$ cat config.mk
export PLATFORM = sky130hd
export DESIGN_NAME = conv_rd_dma_scheduler
export DESIGN_NICKNAME = d
export VERILOG_FILES = /design/src/rtl/conv_rd_dma_scheduler_pkg.sv /design/src/rtl/conv_rd_burst_splitter.sv /design/src/rtl/conv_rd_dma_scheduler.sv
export SDC_FILE = /design/constraint.sdc
export NUM_CORES = 1
export LEC_CHECK = 0
export BUFFER_PORTS_ARGS = -buffer_cell sky130_fd_sc_hd__buf_4
export CAP_MARGIN = 20
export CELL_PAD_IN_SITES_DETAIL_PLACEMENT = 0
export CELL_PAD_IN_SITES_GLOBAL_PLACEMENT = 1
export CORE_AREA = 2 2 368 370
export CTS_BUF_LIST = sky130_fd_sc_hd__clkbuf_8
export DETAILED_ROUTE_END_ITERATION = 10
export DIE_AREA = 0 0 370 372
export PLACE_DENSITY_LB_ADDON = 0.3
export SYNTH_ARGS = -nofsm -noshare
export SYNTH_HDL_FRONTEND = slang
export SYNTH_HIERARCHICAL = 1
export SYNTH_SLANG_ARGS = --single-unit
$ cat constraint.sdc
create_clock -name clk -period 6.7 [get_ports clk]
set_clock_uncertainty 0.15 [all_clocks]
set_input_delay 0.335 -clock clk [delete_from_list [all_inputs] [get_ports clk]]
set_output_delay 0.335 -clock clk [all_outputs]
set_load 0.02 [all_outputs]
$ cat src/rtl/conv_rd_dma_scheduler_pkg.sv
// Shared types, constants and burst sizing for the conv read DMA scheduler.
// Latency: n/a (package only).
// Backpressure: n/a. Contents: beat-byte constant, FSM enums, requester indices, burst_len().
package conv_rd_dma_scheduler_pkg;

  localparam int DEF_DATA_W = 256;
  localparam int DEF_BB     = DEF_DATA_W / 8;
  localparam int PAGE_BYTES = 4096;

  // Requester indices, also used as the "last granted" marker of the arbiter
  localparam logic REQ_DAT = 1'b0;
  localparam logic REQ_WT  = 1'b1;

  typedef enum logic {
    AR_IDLE,
    AR_BUSY
  } ar_state_t;

  typedef enum logic [1:0] {
    SPL_IDLE,
    SPL_ISSUE,
    SPL_DRAIN
  } spl_state_t;

  // Beats in the next burst: limited by what is left, the max burst and the
  // room before the next 4KB page boundary (addr_lo is beat aligned).
  function automatic int burst_len(input int beats_left, input int max_burst,
                                   input int addr_lo, input int bb);
    int blen;
    int room;
    room = (PAGE_BYTES - addr_lo) / bb;
    blen = beats_left;
    if (max_burst < blen) blen = max_burst;
    if (room < blen) blen = room;
    return blen;
  endfunction

endpackage

$ cat src/rtl/conv_rd_burst_splitter.sv
// Per-requester command splitter: turns a byte-length read into AXI INCR bursts.
// Latency: burst request visible the cycle after the command handshake.
// Backpressure: cmd_ready only in IDLE; requests pause while MAX_OUTST bursts are in flight.
// Ports: cmd_* command in; req/req_addr/req_blen burst request to arbiter;
//        ar_fire/r_fire/r_last_fire handshake strobes back in; rd_last for the read port.
module conv_rd_burst_splitter
  import conv_rd_dma_scheduler_pkg::*;
#(
  parameter int ADDR_W    = 32,
  parameter int LEN_W     = 24,
  parameter int BB        = DEF_BB,
  parameter int MAX_BURST = 16,
  parameter int MAX_OUTST = 4
) (
  input  logic              clk,
  input  logic              rst,
  input  logic              cmd_valid,
  output logic              cmd_ready,
  input  logic [ADDR_W-1:0] cmd_addr,
  input  logic [LEN_W-1:0]  cmd_bytes,
  output logic              req,
  output logic [ADDR_W-1:0] req_addr,
  output logic [8:0]        req_blen,
  input  logic              ar_fire,
  input  logic              r_fire,
  input  logic              r_last_fire,
  output logic              rd_last
);

  localparam int OFS_W = $clog2(BB);
  localparam int OUT_W = $clog2(MAX_OUTST + 1);

  spl_state_t        state, state_nx;
  logic [ADDR_W-1:0] addr;
  logic [LEN_W-1:0]  beats_left;
  logic [LEN_W-1:0]  ret_left;
  logic [OUT_W-1:0]  outst;
  logic [LEN_W-1:0]  cmd_beats;
  logic [ADDR_W-1:0] cmd_addr_al;

  assign cmd_beats   = cmd_bytes >> OFS_W;
  assign cmd_addr_al = cmd_addr & ~ADDR_W'(BB - 1);
  assign req_addr    = addr;
  assign req_blen    = 9'(burst_len(int'(beats_left), MAX_BURST, int'(addr[11:0]), BB));
  assign rd_last     = (ret_left == LEN_W'(1));

  always_comb begin
    state_nx  = state;
    cmd_ready = 1'b0;
    req       = 1'b0;
    case (state)
      SPL_IDLE: begin
        cmd_ready = 1'b1;
        // A zero-beat command is consumed without leaving IDLE
        if (cmd_valid && (cmd_beats != '0)) state_nx = SPL_ISSUE;
      end
      SPL_ISSUE: begin
        req = (beats_left != '0) && (outst < OUT_W'(MAX_OUTST));
        if (beats_left == '0) state_nx = SPL_DRAIN;
      end
      SPL_DRAIN: begin
        if (ret_left == '0) state_nx = SPL_IDLE;
      end
      default: state_nx = SPL_IDLE;
    endcase
  end

  always_ff @(posedge clk) begin
    if (rst) begin
      state      <= SPL_IDLE;
      addr       <= '0;
      beats_left <= '0;
      ret_left   <= '0;
      outst      <= '0;
    end else begin
      state <= state_nx;
      // addr/beats_left hold still while the arbiter presents our burst,
      // so req_blen at the handshake equals the length that was granted
      if (ar_fire) begin
        addr       <= addr + (ADDR_W'(req_blen) << OFS_W);
        beats_left <= beats_left - LEN_W'(req_blen);
      end
      if (r_fire && (ret_left != '0)) ret_left <= ret_left - LEN_W'(1);
      if (ar_fire && !r_last_fire) begin
        outst <= outst + OUT_W'(1);
      end else if (!ar_fire && r_last_fire && (outst != '0)) begin
        outst <= outst - OUT_W'(1);
      end
      if ((state == SPL_IDLE) && cmd_valid) begin
        addr       <= cmd_addr_al;
        beats_left <= cmd_beats;
        ret_left   <= cmd_beats;
      end
    end
  end

endmodule

$ cat src/rtl/conv_rd_dma_scheduler.sv
// Shares one AXI AR/R channel pair between the feature-data and weight fetchers.
// Latency: AR valid one cycle after a grant; R beats routed combinationally by RID.
// Backpressure: AR payload held until ARREADY; RREADY follows the addressed port's rd_ready.
// Ports: dat_cmd_*/dat_rd_* and wt_cmd_*/wt_rd_* requester sides; M_AXI_AR*/M_AXI_R* master;
//        rid_err sticky flag for beats carrying an unknown RID.
module conv_rd_dma_scheduler
  import conv_rd_dma_scheduler_pkg::*;
#(
  parameter int ADDR_W    = 32,
  parameter int DATA_W    = DEF_DATA_W,
  parameter int ID_W      = 4,
  parameter int LEN_W     = 24,
  parameter int MAX_BURST = 16,
  parameter int MAX_OUTST = 4,
  parameter int DAT_ID    = 0,
  parameter int WT_ID     = 1
) (
  input  logic              clk,
  input  logic              rst,
  input  logic              dat_cmd_valid,
  output logic              dat_cmd_ready,
  input  logic [ADDR_W-1:0] dat_cmd_addr,
  input  logic [LEN_W-1:0]  dat_cmd_bytes,
  output logic              dat_rd_valid,
  input  logic              dat_rd_ready,
  output logic [DATA_W-1:0] dat_rd_data,
  output logic              dat_rd_last,
  input  logic              wt_cmd_valid,
  output logic              wt_cmd_ready,
  input  logic [ADDR_W-1:0] wt_cmd_addr,
  input  logic [LEN_W-1:0]  wt_cmd_bytes,
  output logic              wt_rd_valid,
  input  logic              wt_rd_ready,
  output logic [DATA_W-1:0] wt_rd_data,
  output logic              wt_rd_last,
  output logic [ID_W-1:0]   M_AXI_ARID,
  output logic [ADDR_W-1:0] M_AXI_ARADDR,
  output logic [7:0]        M_AXI_ARLEN,
  output logic [2:0]        M_AXI_ARSIZE,
  output logic [1:0]        M_AXI_ARBURST,
  output logic              M_AXI_ARVALID,
  input  logic              M_AXI_ARREADY,
  input  logic [ID_W-1:0]   M_AXI_RID,
  input  logic [DATA_W-1:0] M_AXI_RDATA,
  input  logic              M_AXI_RLAST,
  input  logic              M_AXI_RVALID,
  output logic              M_AXI_RREADY,
  output logic              rid_err
);

  localparam int BB = DATA_W / 8;

  logic              dat_req, wt_req;
  logic [ADDR_W-1:0] dat_req_addr, wt_req_addr;
  logic [8:0]        dat_req_blen, wt_req_blen;
  logic              ar_hs;
  logic              rid_dat, rid_wt, rid_bad;

  ar_state_t         ar_state, ar_state_nx;
  logic              gnt_dat, gnt_wt;
  logic              ar_owner;
  logic              last_gnt;
  logic [ID_W-1:0]   ar_id;
  logic [ADDR_W-1:0] ar_addr;
  logic [7:0]        ar_len;

  assign ar_hs   = M_AXI_ARVALID && M_AXI_ARREADY;
  assign rid_dat = (M_AXI_RID == ID_W'(DAT_ID));
  assign rid_wt  = (M_AXI_RID == ID_W'(WT_ID)) && !rid_dat;
  assign rid_bad = M_AXI_RVALID && !rid_dat && !rid_wt;

  conv_rd_burst_splitter #(
    .ADDR_W(ADDR_W), .LEN_W(LEN_W), .BB(BB), .MAX_BURST(MAX_BURST), .MAX_OUTST(MAX_OUTST)
  ) u_dat_split (
    .clk        (clk),
    .rst        (rst),
    .cmd_valid  (dat_cmd_valid),
    .cmd_ready  (dat_cmd_ready),
    .cmd_addr   (dat_cmd_addr),
    .cmd_bytes  (dat_cmd_bytes),
    .req        (dat_req),
    .req_addr   (dat_req_addr),
    .req_blen   (dat_req_blen),
    .ar_fire    (ar_hs && (ar_owner == REQ_DAT)),
    .r_fire     (dat_rd_valid && dat_rd_ready),
    .r_last_fire(dat_rd_valid && dat_rd_ready && M_AXI_RLAST),
    .rd_last    (dat_rd_last)
  );

  conv_rd_burst_splitter #(
    .ADDR_W(ADDR_W), .LEN_W(LEN_W), .BB(BB), .MAX_BURST(MAX_BURST), .MAX_OUTST(MAX_OUTST)
  ) u_wt_split (
    .clk        (clk),
    .rst        (rst),
    .cmd_valid  (wt_cmd_valid),
    .cmd_ready  (wt_cmd_ready),
    .cmd_addr   (wt_cmd_addr),
    .cmd_bytes  (wt_cmd_bytes),
    .req        (wt_req),
    .req_addr   (wt_req_addr),
    .req_blen   (wt_req_blen),
    .ar_fire    (ar_hs && (ar_owner == REQ_WT)),
    .r_fire     (wt_rd_valid && wt_rd_ready),
    .r_last_fire(wt_rd_valid && wt_rd_ready && M_AXI_RLAST),
    .rd_last    (wt_rd_last)
  );

  // Round-robin at burst granularity: on a tie the port not granted last wins
  always_comb begin
    ar_state_nx = ar_state;
    gnt_dat     = 1'b0;
    gnt_wt      = 1'b0;
    case (ar_state)
      AR_IDLE: begin
        if (dat_req && (!wt_req || (last_gnt == REQ_WT))) begin
          gnt_dat     = 1'b1;
          ar_state_nx = AR_BUSY;
        end else if (wt_req) begin
          gnt_wt      = 1'b1;
          ar_state_nx = AR_BUSY;
        end
      end
      AR_BUSY: begin
        if (M_AXI_ARREADY) ar_state_nx = AR_IDLE;
      end
      default: ar_state_nx = AR_IDLE;
    endcase
  end

  always_ff @(posedge clk) begin
    if (rst) begin
      ar_state <= AR_IDLE;
      ar_id    <= '0;
      ar_addr  <= '0;
      ar_len   <= '0;
      ar_owner <= REQ_DAT;
      last_gnt <= REQ_WT;   // makes the very first tie go to dat
      rid_err  <= 1'b0;
    end else begin
      ar_state <= ar_state_nx;
      if (gnt_dat) begin
        ar_id    <= ID_W'(DAT_ID);
        ar_addr  <= dat_req_addr;
        ar_len   <= 8'(dat_req_blen - 9'd1);
        ar_owner <= REQ_DAT;
        last_gnt <= REQ_DAT;
      end else if (gnt_wt) begin
        ar_id    <= ID_W'(WT_ID);
        ar_addr  <= wt_req_addr;
        ar_len   <= 8'(wt_req_blen - 9'd1);
        ar_owner <= REQ_WT;
        last_gnt <= REQ_WT;
      end
      if (rid_bad) rid_err <= 1'b1;
    end
  end

  assign M_AXI_ARVALID = (ar_state == AR_BUSY);
  assign M_AXI_ARID    = ar_id;
  assign M_AXI_ARADDR  = ar_addr;
  assign M_AXI_ARLEN   = ar_len;
  assign M_AXI_ARSIZE  = 3'($clog2(BB));
  assign M_AXI_ARBURST = 2'b01;

  // Unknown RIDs are swallowed so a stray beat cannot stall the channel
  assign dat_rd_valid = M_AXI_RVALID && rid_dat;
  assign wt_rd_valid  = M_AXI_RVALID && rid_wt;
  assign dat_rd_data  = M_AXI_RDATA;
  assign wt_rd_data   = M_AXI_RDATA;
  assign M_AXI_RREADY = rid_dat ? dat_rd_ready : (rid_wt ? wt_rd_ready : 1'b1);

endmodule
## After elaboration in Yosys (flattened, before gate mapping)

Cells that the tools add are included.

- Logic and storage cells: 173
- Register bits: 214
- Output and inout port bits: 570

- Equal/unequal tests: 13
- Bitwise operators: 4
- Muxes and demuxes: 48
- Order comparisons: 6
- $add $sub $neg: 16
- Reduce and logical (&&, ||, !) cells: 64

Operators by type and width:

| operator | count |
|---|---|
| $mux 32 | 6 |
| $mux 19 | 8 |
| $reduce_bool 24->1 | 6 |
| $logic_not 24->1 | 4 |
| $add 32x1->32 | 2 |
| $add 32x14->32 | 2 |
| $lt 32x25->1 | 2 |
| $eq 24x1->1 const B | 2 |
| $lt 5x24->1 const A | 2 |
| $mux 24 | 2 |
| $sub 24x1->24 const B | 2 |
| $sub 24x9->24 | 2 |
| $sub 13x12->14 const A | 2 |
| $logic_and 1x1->1 | 27 |
| $mux 9 | 2 |
| $mux 8 | 2 |
| $sub 8x1->8 const B | 2 |
| $mux 1 | 15 |
| $reduce_bool 2->1 | 7 |
| $mux 2 | 6 |
| $mux 3 | 4 |
| $ne 2x1->1 const B | 6 |
| $pmux 2 s3 | 2 |
| $reduce_or 5->1 | 2 |
| 16 further kinds | 34 |

## Depth between registers and ports, before layout

Gate-level depths: netlist (run 1).

- Depth in word-level cells: 10
- Depth in mapped cells: 27

## Modules after synthesis

The synthesis (run 1) kept the hierarchy.

By module, submodules not included:

| module | instances | area an instance (sq um) | cells each | sequential area each (sq um) |
|---|---|---|---|---|
| conv_rd_burst_splitter | 2 | 5860.6 | 766 | 1601.5 |
| conv_rd_dma_scheduler | 1 | 6100.9 | 764 | 880.8 |

## Worst setup path before layout (run 1)

Ideal clock, no wire load.

- Path type: register -> register
- Start point: register u_dat_split.beats_left[10]
- End point: register u_dat_split.addr[21] (netlist: u_dat_split/req_addr[21])
- Path slack: 0.219 ns
- Stages on the path, launching flop included: 26
- Buffers on the path: 1
- Required time: 6.464 ns
- Arrival time: 6.246 ns
- Path through: dfxtp_1 or4_4 or3_4 or2_1 nor2_1 nand2_1 ha_1 o21a_1 a31oi_1 a2111o_1 a21o_1 buf_4 o41ai_1 ha_1 fa_1 a21o_1 a21oi_1 nor2b_1 nor2_1 o31ai_1 a31o_2 a21oi_1 o21bai_1 nand4_1 xor2_1 a211oi_1

- Cells in the longest elaborated chain, start to end: 7

Ends and longest elaborated chain:

| item | RTL line | RTL |
|---|---|---|
| start, declared | conv_rd_burst_splitter.sv:35 | `logic [LEN_W-1:0] beats_left;` |
| start signal, assigned | conv_rd_burst_splitter.sv:81 | `beats_left <= beats_left - LEN_W'(req_blen);` |
| start signal, assigned | conv_rd_burst_splitter.sv:91 | `beats_left <= cmd_beats;` |
| $lt 5x24->1 | conv_rd_dma_scheduler_pkg.sv:33 | `if (max_burst < blen) blen = max_burst;` |
| $mux 24 * | conv_rd_dma_scheduler_pkg.sv:33 |  |
| $lt 32x25->1 | conv_rd_dma_scheduler_pkg.sv:34 | `if (room < blen) blen = room;` |
| $mux 9 * | conv_rd_dma_scheduler_pkg.sv:34 |  |
| via dat_req_blen[0] | conv_rd_dma_scheduler.sv:55 | `logic [8:0] dat_req_blen, wt_req_blen;` |
| $add 32x14->32 * | conv_rd_burst_splitter.sv:80 | `addr <= addr + (ADDR_W'(req_blen) << OFS_W);` |
| $mux 32 * | conv_rd_burst_splitter.sv:79 | `if (ar_fire) begin` |
| $mux 32 * | conv_rd_burst_splitter.sv:89 | `if ((state == SPL_IDLE) && cmd_valid) begin` |
| end signal, assigned | conv_rd_burst_splitter.sv:80 |  |
| end signal, assigned | conv_rd_burst_splitter.sv:90 | `addr <= cmd_addr_al;` |
| end, declared | conv_rd_burst_splitter.sv:34 | `logic [ADDR_W-1:0] addr;` |

The timed path passes the listed nets; every way through them passes the cells marked *. The select of a mux whose other input is x is not followed.
A chain may end at the register's enable or synchronous reset.

## Final worst setup path (run 1)

- Start point: register u_dat_split.beats_left[10]
- End point: register u_dat_split.beats_left[18]

- Cells in the longest elaborated chain, start to end: 7

Ends and longest elaborated chain:

| item | RTL line |
|---|---|
| $lt 5x24->1 | conv_rd_dma_scheduler_pkg.sv:33 |
| $mux 24 * | conv_rd_dma_scheduler_pkg.sv:33 |
| $lt 32x25->1 | conv_rd_dma_scheduler_pkg.sv:34 |
| $mux 9 * | conv_rd_dma_scheduler_pkg.sv:34 |
| via dat_req_blen[0] | conv_rd_dma_scheduler.sv:55 |
| $sub 24x9->24 * | conv_rd_burst_splitter.sv:81 |
| $mux 19 * | conv_rd_burst_splitter.sv:79 |
| $mux 19 * | conv_rd_burst_splitter.sv:89 |

Marks and branches as above.

==> results.py, run 1 <==
metrics = {
    "finish": {
        "postLayoutCoreUtil_pct": 14.4,
        "nets": 2483,
        "diodes": 0,
        "fin_cells": 3867,
        "stdcell_area_um2": 19400,
        "fillers": 15400,
        "final_common_cell": "buf_4",
        "area_growth_pct": 8.76,
        "final_cell_mix": "buf_4 (235), dfxtp_1 (204), nor2_1 (203), nand2_1 (136), a21oi_1 (115)",
        "drive_gt1_share_pct": 17.3,
    },
    "cts": {
        "clock_sinks": 204,
        "clockBufferDepth": 3,
        "clk_pin_slew_worst_paths_ns": 0.07,
        "cts_root_buf": "clkbuf_8",
        "cts_tree": "yes",
        "cts_setup_buffers": 0,
        "clk_latency_ns": 0.64,
        "cts_buffers": 42,
        "h-tree-depth": 2,
    },
    "drt": {
        "drt_iter0_drc": 769,
        "first_pass_iters": 6,
        "drc": 0,
        "routed-via-count": 14900,
        "viasPerCell": 3.84,
        "antenna_left": 0,
        "wire_per_inst_um": 18.9,
        "wl_um": 73200,
    },
    "pwr": {
        "p_switching_mw": 2.22,
        "power_frac_clock_pct": 27.5,
        "power-per-cell-area_nw_per_um2": 269,
        "p_sw_share_pct": 42.5,
        "combPwrFrac_pct": 44.4,
        "ir_drop_v": 0.000120,
        "p_leak_nw": 7.13,
        "p_seq_share_pct": 28.1,
        "intPower_mw": 3.00,
    },
    "critical_path": {
        "reg2reg_from": "u_dat_split/beats_left[10]",
        "critPathCaptureType": "flip-flop",
        "crit_fanout": 10,
        "timing.critical_path.arrival_ns": 6.79,
        "cp-start-kind": "flip-flop",
        "reg2reg_to": "u_dat_split/beats_left[18]",
        "reg2reg_depth": 24,
        "critPathKind": "reg2reg",
        "r2r_slack_ns": 0.32,
        "crit_required_ns": 7.11,
    },
    "hold_path": {
        "hold_path_end": "u_dat_split/beats_left[7]",
        "hold_path_depth": 3,
        "hold_start": "dat_cmd_bytes[12]",
        "hold_class": "in2reg",
    },
    "sta": {
        "tightest_slew_ns": 1.05,
        "setup-violations-final": 0,
        "post-route-min-period_ns": 6.38,
        "fmax_mhz": 157,
        "max_slew_margin_pct": 29.7,
        "slew_violations": 0,
        "fin_crit_sh_pct": 95.2,
        "hold_violations": 0,
        "fin_ws_ns": 0.321,
        "setup_tns_ns": 0,
    },
    "global_routing": {
        "first_global_vias": 14500,
        "gr-total-overflow": 0,
        "grt.total_usage_pct": 10.2,
        "grt_max_degree": 72,
        "antenna_found_initial": 2,
        "grt_pass1_wl_um": 104000,
    },
    "job": {
        "drv_cap": 0,
    },
    "placed_design": {
        "finalWeightedCongestion": 0.776,
        "place_hpwl_um": 57000,
        "dp_cells": 3699,
        "placed_area_um2": 17500,
        "io_buffers": 154,
        "place_ws_ns": 0.0574,
    },
    "floorplanning": {
        "core-area_um2": 134000,
        "die_area_um2": 138000,
        "die_x_um": 370,
        "dieHeight_um": 372,
        "start_util_pct": 13.3,
        "ios": 951,
        "rows": 135,
    },
    "synthesis": {
        "yosysWarnings": 6,
        "synthCells": 2294,
        "synthesis.area_per_instance_um2": 7.76,
        "syn_area_um2": 17800,
    },
    "status": {
        "status": "finished clean",
    },
}
==> worst max path at each step <==
stage | from | to | slack [ns] | cells past startpoint
2_1_floorplan | u_dat_split/beats_left[10] | u_dat_split/req_addr[21] | 0.22 | 25
3_3_place_gp | u_dat_split/beats_left[10] | u_dat_split/req_addr[23] | 0.05 | 27
3_5_place_dp | u_dat_split/beats_left[10] | u_dat_split/req_addr[23] | 0.06 | 27
4_1_cts | u_dat_split/beats_left[10] | u_dat_split/req_addr[23] | 0.02 | 27
5_1_grt | u_wt_split/beats_left[11] | u_wt_split/req_addr[20] | -0.0009 | 25
6_report | u_dat_split/beats_left[10] | u_dat_split/beats_left[18] | 0.32 | 24
==> metrics by stage <==
| stage | total power [mW] | hold slack, ns |
|---|---|---|
| 5_1_grt | 5.59 | 0.0643 |
| 4_1_cts | 5.32 | 0.0207 |
| 6_report | 5.22 | 0.0668 |
| 3_5_place_dp | 3.77 | 0.302 |
| 2_1_floorplan | 3.39 | 0.294 |
| 3_3_place_gp | 3.79 | 0.302 |
==> registers in the layout, summed over array words and instances, names as in the netlist <==
register and count:
M_AXI_ARLEN 8, last_gnt 1, u_dat_split/outst 3, u_wt_split/ret_left 24
u_wt_split/req_addr 27, u_dat_split/req_addr 27, u_dat_split/state 2, rid_err 1
u_dat_split/ret_left 24, u_wt_split/state 2, M_AXI_ARADDR 32, u_wt_split/outst 3
M_AXI_ARID 1, u_dat_split/beats_left 24, M_AXI_ARVALID 1, u_wt_split/beats_left 24
==> critical path, stage by stage, from the launching register on <==
cell and delay (ns):
dfxtp_1 0.31, or4_4 0.56, or3_4 0.41, or2_1 0.25, nor2_1 0.11, buf_4 0.15
nand2_1 0.06, ha_1 0.19, or4b_2 0.63, a31oi_1 0.20, a2111o_1 0.19, a21o_1 0.13
buf_4 0.19, nand2_1 0.07, o41ai_1 0.13, ha_1 0.34, inv_1 0.08, ha_1 0.21
a31oi_1 0.21, o21ai_1 0.13, a221o_1 0.43, o2111ai_1 0.21, nand3_1 0.37, or3_1 0.45
a31oi_1 0.16
==> metal layers <==
metal	global-route usage (%)	part of all wire (%)	wire, um
met5	0.559	0.063	46
met3	3.91	8.8	6440
met2	14.2	40	29300
met1	14.3	49	35700
met4	2.74	2.4	1730
==> area by class of cell <==
class / instances / area (um^2) / share of cell area (%)
timing repair buffer: 332 / 2750 / 14.2
sequential: 204 / 4080 / 21.1
clock buffer: 52 / 716 / 3.70
multi-input combinational: 1405 / 9190 / 47.4
tap: 1781 / 2230 / 11.5
clock inverter: 21 / 134 / 0.691
inverter: 72 / 270 / 1.40
==> repair_timing <==
| action | 4_1_cts | 5_1_grt |
|---|---|---|
| setup endpoints to repair | 0 | 32 |
| gates resized for setup | 0 | 7 |
| hold buffers | 95 | 0 |
| endpoints found under the hold margin | 123 | 0 |
==> power by group through the flow <==
| stage | sequential, mW | combinational [mW] | clock (mW) |
|---|---|---|---|
| floorplan | 1.50 | 1.89 | 0 |
| global placement | 1.50 | 2.29 | 0 |
| detailed placement | 1.49 | 2.28 | 0 |
| CTS | 1.47 | 2.34 | 1.51 |
| global route | 1.49 | 2.54 | 1.56 |
| finish | 1.47 | 2.32 | 1.44 |
(Power assumes the default switching activity.)
==> run 2: changes to the inputs <==
--- a/config.mk
+++ b/config.mk
@@ -9,12 +9,11 @@
 export CAP_MARGIN = 20
 export CELL_PAD_IN_SITES_DETAIL_PLACEMENT = 0
 export CELL_PAD_IN_SITES_GLOBAL_PLACEMENT = 1
-export CORE_AREA = 2 2 368 370
+export CORE_AREA = 2 2 375 377
 export CTS_BUF_LIST = sky130_fd_sc_hd__clkbuf_8
 export DETAILED_ROUTE_END_ITERATION = 10
-export DIE_AREA = 0 0 370 372
-export PLACE_DENSITY_LB_ADDON = 0.3
+export DIE_AREA = 0 0 377 379
+export PLACE_DENSITY_LB_ADDON = 0.08
 export SYNTH_ARGS = -nofsm -noshare
 export SYNTH_HDL_FRONTEND = slang
-export SYNTH_HIERARCHICAL = 1
 export SYNTH_SLANG_ARGS = --single-unit
==> run 2 against run 1 <==
Worst hold slack gained 0.044 ns. Clock power shrank 37%. Die area grew 3.8%. First-iteration DRC count shrank 26%. Non-clock buffer count shrank 19. Power shrank 22%. Utilization shrank 2.0 points. Critical path depth shrank 1. Count of clock-buffer cells in the layout shrank 35.
==> results.py, run 2 <==
metrics = {
    "drt": {
        "drc": 0,
        "drt_iter0_drc": 571,
        "first_pass_iters": 5,
        "drt-met1-wl_um": 30400,
        "routed-via-count": 12100,
        "wl_um": 64700,
        "viasPerCell": 3.38,
        "wire_per_inst_um": 18.0,
        "top_layer_used": "met5",
        "wl_met2_um": 29700,
        "antenna_left": 0,
        "dr_wl_met3_um": 3150,
    },
    "synthesis": {
        "synthesis.area_per_instance_um2": 7.94,
        "synth_top_area_cell": "dfxtp_1",
        "synthSimpleGateAreaFrac_pct": 17.0,
        "synth_xor_area_share_pct": 7.91,
        "synthMostInstantiatedCell": "buf_4",
        "synth_top_family_by_area": "buffers and inverters",
        "synthCells": 2008,
        "synth_fa_ha_area_share_pct": 5.02,
        "syn_area_um2": 16000,
        "synth.mux.area_fraction_pct": 0.471,
        "synth_top_cells_by_count": "buf_4 (526), dfxtp_1 (199), nor2_1 (169)",
        "synth_compound_gate_area_share_pct": 16.9,
        "synth_top_area_share_pct": 25.0,
        "synth_ff_type": "dfxtp_1",
        "yosysSeqAreaShare_pct": 25.0,
        "yosysWarnings": 0,
        "synth-seq-cells": 199,
        "async_reset_ff_share_pct": 0,
        "synthTopCellsByArea": "dfxtp_1 (25%), buf_4 (25%), xnor2_1 (4.7%)",
        "yosysUniqueCellTypes": 78,
        "synth_edf_count": 0,
    },
    "cts": {
        "cts_buffers": 17,
        "cts_root_buf": "clkbuf_8",
        "clock_sinks": 199,
        "clk_pin_slew_worst_paths_ns": 0.13,
        "clockBufferDepth": 2,
        "clk_latency_ns": 0.63,
        "h-tree-depth": 4,
        "cts_tree": "yes",
    },
    "global_routing": {
        "gr-total-overflow": 0,
        "antenna_found_initial": 8,
        "grt_max_degree": 70,
        "first_global_vias": 12500,
        "grt_pass1_wl_um": 91400,
        "grt.total_usage_pct": 8.94,
    },
    "floorplanning": {
        "start_util_pct": 11.5,
        "rows": 137,
        "dieHeight_um": 379,
        "die_x_um": 377,
        "ios": 951,
        "core-area_um2": 139000,
        "die_area_um2": 143000,
    },
    "sta": {
        "hold_violations": 0,
        "fin_crit_sh_pct": 93.3,
        "tightest_slew_ns": 1.09,
        "setup-violations-final": 0,
        "setup_tns_ns": 0,
        "slew_violations": 0,
        "hold_slack_ns": 0.111,
        "fmax_mhz": 160,
        "fin_ws_ns": 0.450,
        "post-route-min-period_ns": 6.25,
        "max_slew_margin_pct": 26.8,
        "rsz0062_at_grt": "true",
    },
    "finish": {
        "fillers": 16000,
        "area_growth_pct": 7.70,
        "nets": 2201,
        "stdcell_area_um2": 17200,
        "final_common_cell": "buf_4",
        "postLayoutCoreUtil_pct": 12.4,
        "drive_gt1_share_pct": 15.9,
        "final_cell_mix": "buf_4 (209), dfxtp_1 (199), nor2_1 (167), a21oi_1 (129), nand2_1 (125)",
        "fin_cells": 3584,
    },
    "status": {
        "status": "finished clean",
    },
    "critical_path": {
        "crit_fanout": 5,
        "path_cells": "or4_1, nand2b_1, nor2_4, nand2_1, ha_1, a21oi_1, a21oi_1, nor3_1, a22o_1, a21o_1, inv_1, ha_1, a21o_1, a21oi_1, o21bai_1, a21oi_1, buf_4, maj3_1, maj3_1, xnor2_1, o21ai_0, a21oi_1, dlygate4sd3_1",
        "crit_buf_inv": 3,
        "max_stage_delay_ns": 0.57,
        "critPathCaptureType": "flip-flop",
        "cpMostUsedCell": "a21oi_1",
        "cp-start-kind": "flip-flop",
        "timing.critical_path.arrival_ns": 6.62,
        "cpMaxStageDelayCell": "dlygate4sd3_1",
        "critPathKind": "reg2reg",
        "crit_family": "compound AO/OA/AOI/OAI gates",
        "crit_required_ns": 7.07,
    },
    "placed_design": {
        "finalWeightedCongestion": 0.697,
        "io_buffers": 149,
        "dp_cells": 3449,
        "place_ws_ns": 0.0891,
        "placed_area_um2": 15700,
        "place_hpwl_um": 51200,
    },
    "pwr": {
        "p_leak_nw": 6.06,
        "ir_drop_v": 0.0000865,
        "power-per-cell-area_nw_per_um2": 238,
        "total_power_mw": 4.09,
    },
    "job": {
        "drv_cap": 0,
    },
    "hold_path": {
        "hold_class": "in2reg",
    },
}
-- run 2: repair_timing --
item	CTS	global route
setup buffers	0	0
setup endpoints to repair	0	20
hold buffers	101	0
gates resized for setup	0	13
hold endpoints to repair	142	0
-- run 2: per-layer routing --
| metal | vias up | GRT usage (%) |
|---|---|---|
| met2 | 315 | 14.2 |
| met4 | 2 | 3.06 |
| met1 | 5729 | 11.6 |
| li1 | 5920 | - |
| met3 | 130 | 2.36 |
| met5 | - | 0 |
-- run 2: cell families after synthesis --
group	after synthesis
other	2
AOI/OAI and AO/OA	390
and+or+nand+nor	556
buffers and inverters	649
xor gates and xnor gates	144
adders and majority gates	61
muxes	7
DFF	199
-- run 2: final timing paths --
path                                   start                   endpoint  slack [ns]  cells past startpoint
setup / recovery  u_dat_split.beats_left[12]  u_dat_split.beats_left[8]        0.45                     23
hold / removal                  dat_rd_ready       u_dat_split.outst[1]        0.11                      5
setup reg to reg  u_dat_split.beats_left[12]  u_dat_split.beats_left[8]        0.45                     23
hold reg to reg          u_wt_split.state[1]        u_wt_split.state[0]        0.34                      1
-- run 2: report_power, final --
group	internal (mW)	switching, mW	leakage [nW]
combinational	0.725	1.03	4.23
clock	0.311	0.594	0.199
sequential	1.29	0.141	1.64
total	2.32	1.77	6.06
-- run 2: area by class of cell --
| class | instances | area, um^2 | area share, % |
|---|---|---|---|
| Multi-Input combinational cell | 1181 | 7710 | 44.9 |
| Sequential cell | 199 | 3980 | 23.2 |
| Timing Repair Buffer | 313 | 2630 | 15.3 |
| Tap cell | 1807 | 2260 | 13.2 |
| Clock buffer | 17 | 234 | 1.36 |
| Inverter | 50 | 188 | 1.09 |
| Clock inverter | 15 | 165 | 0.961 |
| Antenna cell | 2 | 5.00 | 0.0291 |
-- run 2: worst register-to-register path, cell delays in order (launching register included) --
cell           delay [ns]
dfxtp_1              0.36
or4_1                0.56
nand2b_1             0.24
nor2_4               0.24
nand2_1              0.12
ha_1                 0.33
a21oi_1              0.13
a21oi_1              0.16
nor3_1               0.35
a22o_1               0.27
a21o_1               0.28
inv_1                0.18
ha_1                 0.37
a21o_1               0.14
a21oi_1              0.11
o21bai_1             0.15
a21oi_1              0.13
buf_4                0.16
maj3_1               0.39
maj3_1               0.38
xnor2_1              0.16
o21ai_0              0.17
a21oi_1              0.08
dlygate4sd3_1        0.57
==> run 3: changes to the inputs <==
--- a/config.mk
+++ b/config.mk
@@ -9,11 +9,12 @@
 export CAP_MARGIN = 20
 export CELL_PAD_IN_SITES_DETAIL_PLACEMENT = 0
 export CELL_PAD_IN_SITES_GLOBAL_PLACEMENT = 1
-export CORE_AREA = 2 2 375 377
+export CORE_AREA = 2 2 368 370
 export CTS_BUF_LIST = sky130_fd_sc_hd__clkbuf_8
 export DETAILED_ROUTE_END_ITERATION = 10
-export DIE_AREA = 0 0 377 379
+export DIE_AREA = 0 0 370 372
 export PLACE_DENSITY_LB_ADDON = 0.08
 export SYNTH_ARGS = -nofsm -noshare
 export SYNTH_HDL_FRONTEND = slang
+export SYNTH_HIERARCHICAL = 1
 export SYNTH_SLANG_ARGS = --single-unit
==> run 3 against run 2 <==
Sequential cell count up 5. Sequential power up 3%. Via count up 23%. Register-to-register slack worse by 0.15 ns. Count of clock-buffer cells in the layout grew 49. Critical path depth is the same. Fmax fell by 2.3%. Worst setup slack worse by 0.15 ns. Utilization grew 2.4 points. Routed wire length is 17% higher. Clock power increased by 83%. Global-route usage is 1.8 points higher.
==> results.py, run 3 (synthesis gave the netlist of run 1 again) <==
metrics = {
    "sta": {
        "slew_violations": 0,
        "fmax_mhz": 156,
        "setup-violations-final": 0,
        "setup_tns_ns": 0,
        "max_slew_margin_pct": 32.3,
        "post-route-min-period_ns": 6.40,
        "fin_crit_sh_pct": 95.5,
        "fin_ws_ns": 0.300,
        "tightest_slew_ns": 1.01,
        "rsz0062_at_grt": "false",
        "hold_violations": 0,
    },
    "cts": {
        "clock_sinks": 204,
        "clk_latency_ns": 0.72,
        "h-tree-depth": 2,
        "cts_tree": "yes",
        "cts_root_buf": "clkbuf_8",
        "clk_pin_slew_worst_paths_ns": 0.06,
        "clockBufferDepth": 3,
        "cts_buffers": 52,
    },
    "finish": {
        "final_common_cell": "buf_4",
        "area_growth_pct": 11.2,
        "largest_register_ffs": 32,
        "drive_gt1_share_pct": 18.3,
        "final_cell_mix": "buf_4 (249), dfxtp_1 (204), nor2_1 (202), nand2_1 (136), a21oi_1 (114)",
        "fillers": 15300,
        "nets": 2516,
    },
    "pwr": {
        "power-per-cell-area_nw_per_um2": 279,
        "intPower_mw": 3.18,
        "power_frac_clock_pct": 29.9,
        "p_seq_share_pct": 26.9,
        "ir_drop_v": 0.000123,
        "p_switching_mw": 2.34,
        "p_sw_share_pct": 42.3,
        "combPwrFrac_pct": 43.3,
        "p_leak_nw": 7.43,
    },
    "critical_path": {
        "crit_fanout": 4,
        "max_stage_delay_ns": 0.64,
        "critPathCaptureType": "flip-flop",
        "reg2reg_from": "u_dat_split/beats_left[10]",
        "cpMostUsedCell": "a21oi_1",
        "crit_required_ns": 7.19,
        "r2r_slack_ns": 0.30,
        "crit_family": "simple AND/OR/NAND/NOR gates",
        "timing.critical_path.arrival_ns": 6.89,
        "cp-start-kind": "flip-flop",
        "crit_buf_inv": 1,
        "cp-startpoint": "u_dat_split/beats_left[10]",
        "critPathKind": "reg2reg",
        "path_cells": "or4_4, or3_4, or2_1, nor2_2, nand2_1, ha_1, or4b_2, a31oi_2, a2111o_1, a21o_1, o41ai_4, ha_1, fa_1, a21o_1, a21oi_1, nor2b_1, nor2_1, o21ai_0, a21oi_1, nor3b_1, or3_1, a21oi_1, dlygate4sd3_1",
        "cpMaxStageDelayCell": "or4b_2",
    },
    "drt": {
        "first_pass_iters": 5,
        "antenna_left": 0,
        "routed-via-count": 14900,
        "wire_per_inst_um": 19.3,
        "wl_um": 75500,
        "drc": 0,
        "viasPerCell": 3.81,
        "drt_iter0_drc": 604,
    },
    "floorplanning": {
        "die_x_um": 370,
        "dieHeight_um": 372,
        "rows": 135,
        "start_util_pct": 13.3,
        "die_area_um2": 138000,
        "core-area_um2": 134000,
        "ios": 951,
    },
    "hold_path": {
        "hold_start": "M_AXI_RLAST",
        "hold_class": "in2reg",
    },
    "global_routing": {
        "grt_pass1_wl_um": 109000,
        "first_global_vias": 15400,
        "gr-total-overflow": 0,
        "grt.total_usage_pct": 10.7,
        "antenna_found_initial": 7,
        "grt_max_degree": 76,
    },
    "placed_design": {
        "io_buffers": 154,
        "finalWeightedCongestion": 0.722,
        "place_ws_ns": 0.0451,
        "place_hpwl_um": 57500,
    },
    "status": {
        "status": "finished clean",
    },
    "job": {
        "drv_cap": 0,
    },
}
==> run 3: changes by cell type in the layout (fill, tap and decap cells not counted), moves of 27 or more <==
cell	previous run	this run
mux2i_1	5	55
clkbuf_8	17	66
inv_1	49	92
buf_4	209	249
o21bai_1	42	4
nor2_1	167	202
or4_1	7	40
a211oi_1	50	78
a222oi_1	27	0
==> run 3: area by class of cell <==
class | count | area, um^2 | share of cell area [%]
repair buffers | 355 | 2950 | 14.9
clock buffers | 66 | 908 | 4.59
well taps | 1781 | 2230 | 11.2
flip-flops and latches | 204 | 4080 | 20.6
clock inverters | 32 | 143 | 0.720
diodes | 3 | 7.51 | 0.0379
inverters | 72 | 270 | 1.36
multi-input cells | 1405 | 9220 | 46.5
==> run 3: timing repair <==
item	CTS	global route
pin swaps	0	3
endpoints found under the hold margin	135	0
hold buffers	103	0
setup endpoints to repair	3	47
resized for setup	1	12
setup buffers	0	1
==> run 3: stage by stage <==
step / std cells / hold slack, ns / instance area (um^2) / power, mW / utilization, %
finish: 3918 / 0.137 / 19800 / 5.52 / 14.8
global route: 3915 / 0.131 / 19800 / 5.96 / 14.7
CTS: 3914 / 0.0424 / 19700 / 5.68 / 14.7
detailed placement: 3713 / 0.312 / 17600 / 3.87 / 13.1
global placement: 3713 / 0.309 / 17600 / 3.89 / 13.1
floorplan: 2316 / 0.294 / 17900 / 3.39 / -
==> run 3: layer usage <==
metal,vias up,GRT usage (%),wire (um),part of all wire [%]
met5,-,0,0,0
met4,0,2.99,1840,2.4
met3,148,2.95,4610,6.1
met2,529,16.6,33000,44
met1,7083,14.4,36100,48
li1,7167,-,-,-
==> run 3: worst reg2reg max path: cells and delay by family, from the launching register on <==
| kind | cells | cell delay (ns) |
|---|---|---|
| AND/OR/NAND/NOR | 10 | 2.84 |
| flip-flops | 1 | 0.32 |
| buffers and inverters | 1 | 0.57 |
| AO/OA/AOI/OAI | 9 | 1.58 |
| adder cells (fa/ha/maj) | 3 | 0.85 |
==> run 3: power by group through the flow <==
stage          Clock (mW)  Combinational, mW  Sequential [mW]
6_report             1.65               2.39             1.48
5_1_grt              1.81               2.65             1.51
4_1_cts              1.77               2.42             1.49
3_5_place_dp            0               2.36             1.51
3_3_place_gp            0               2.37             1.52
2_1_floorplan           0               1.89             1.50
==> run 3: final timing paths <==
check	cells past startpoint	to
worst max-delay path	23	u_dat_split/req_addr[11]
worst min-delay path	4	u_dat_split/outst[0]
worst max register to register	23	u_dat_split/req_addr[11]
worst min register to register	2	M_AXI_ARLEN[4]
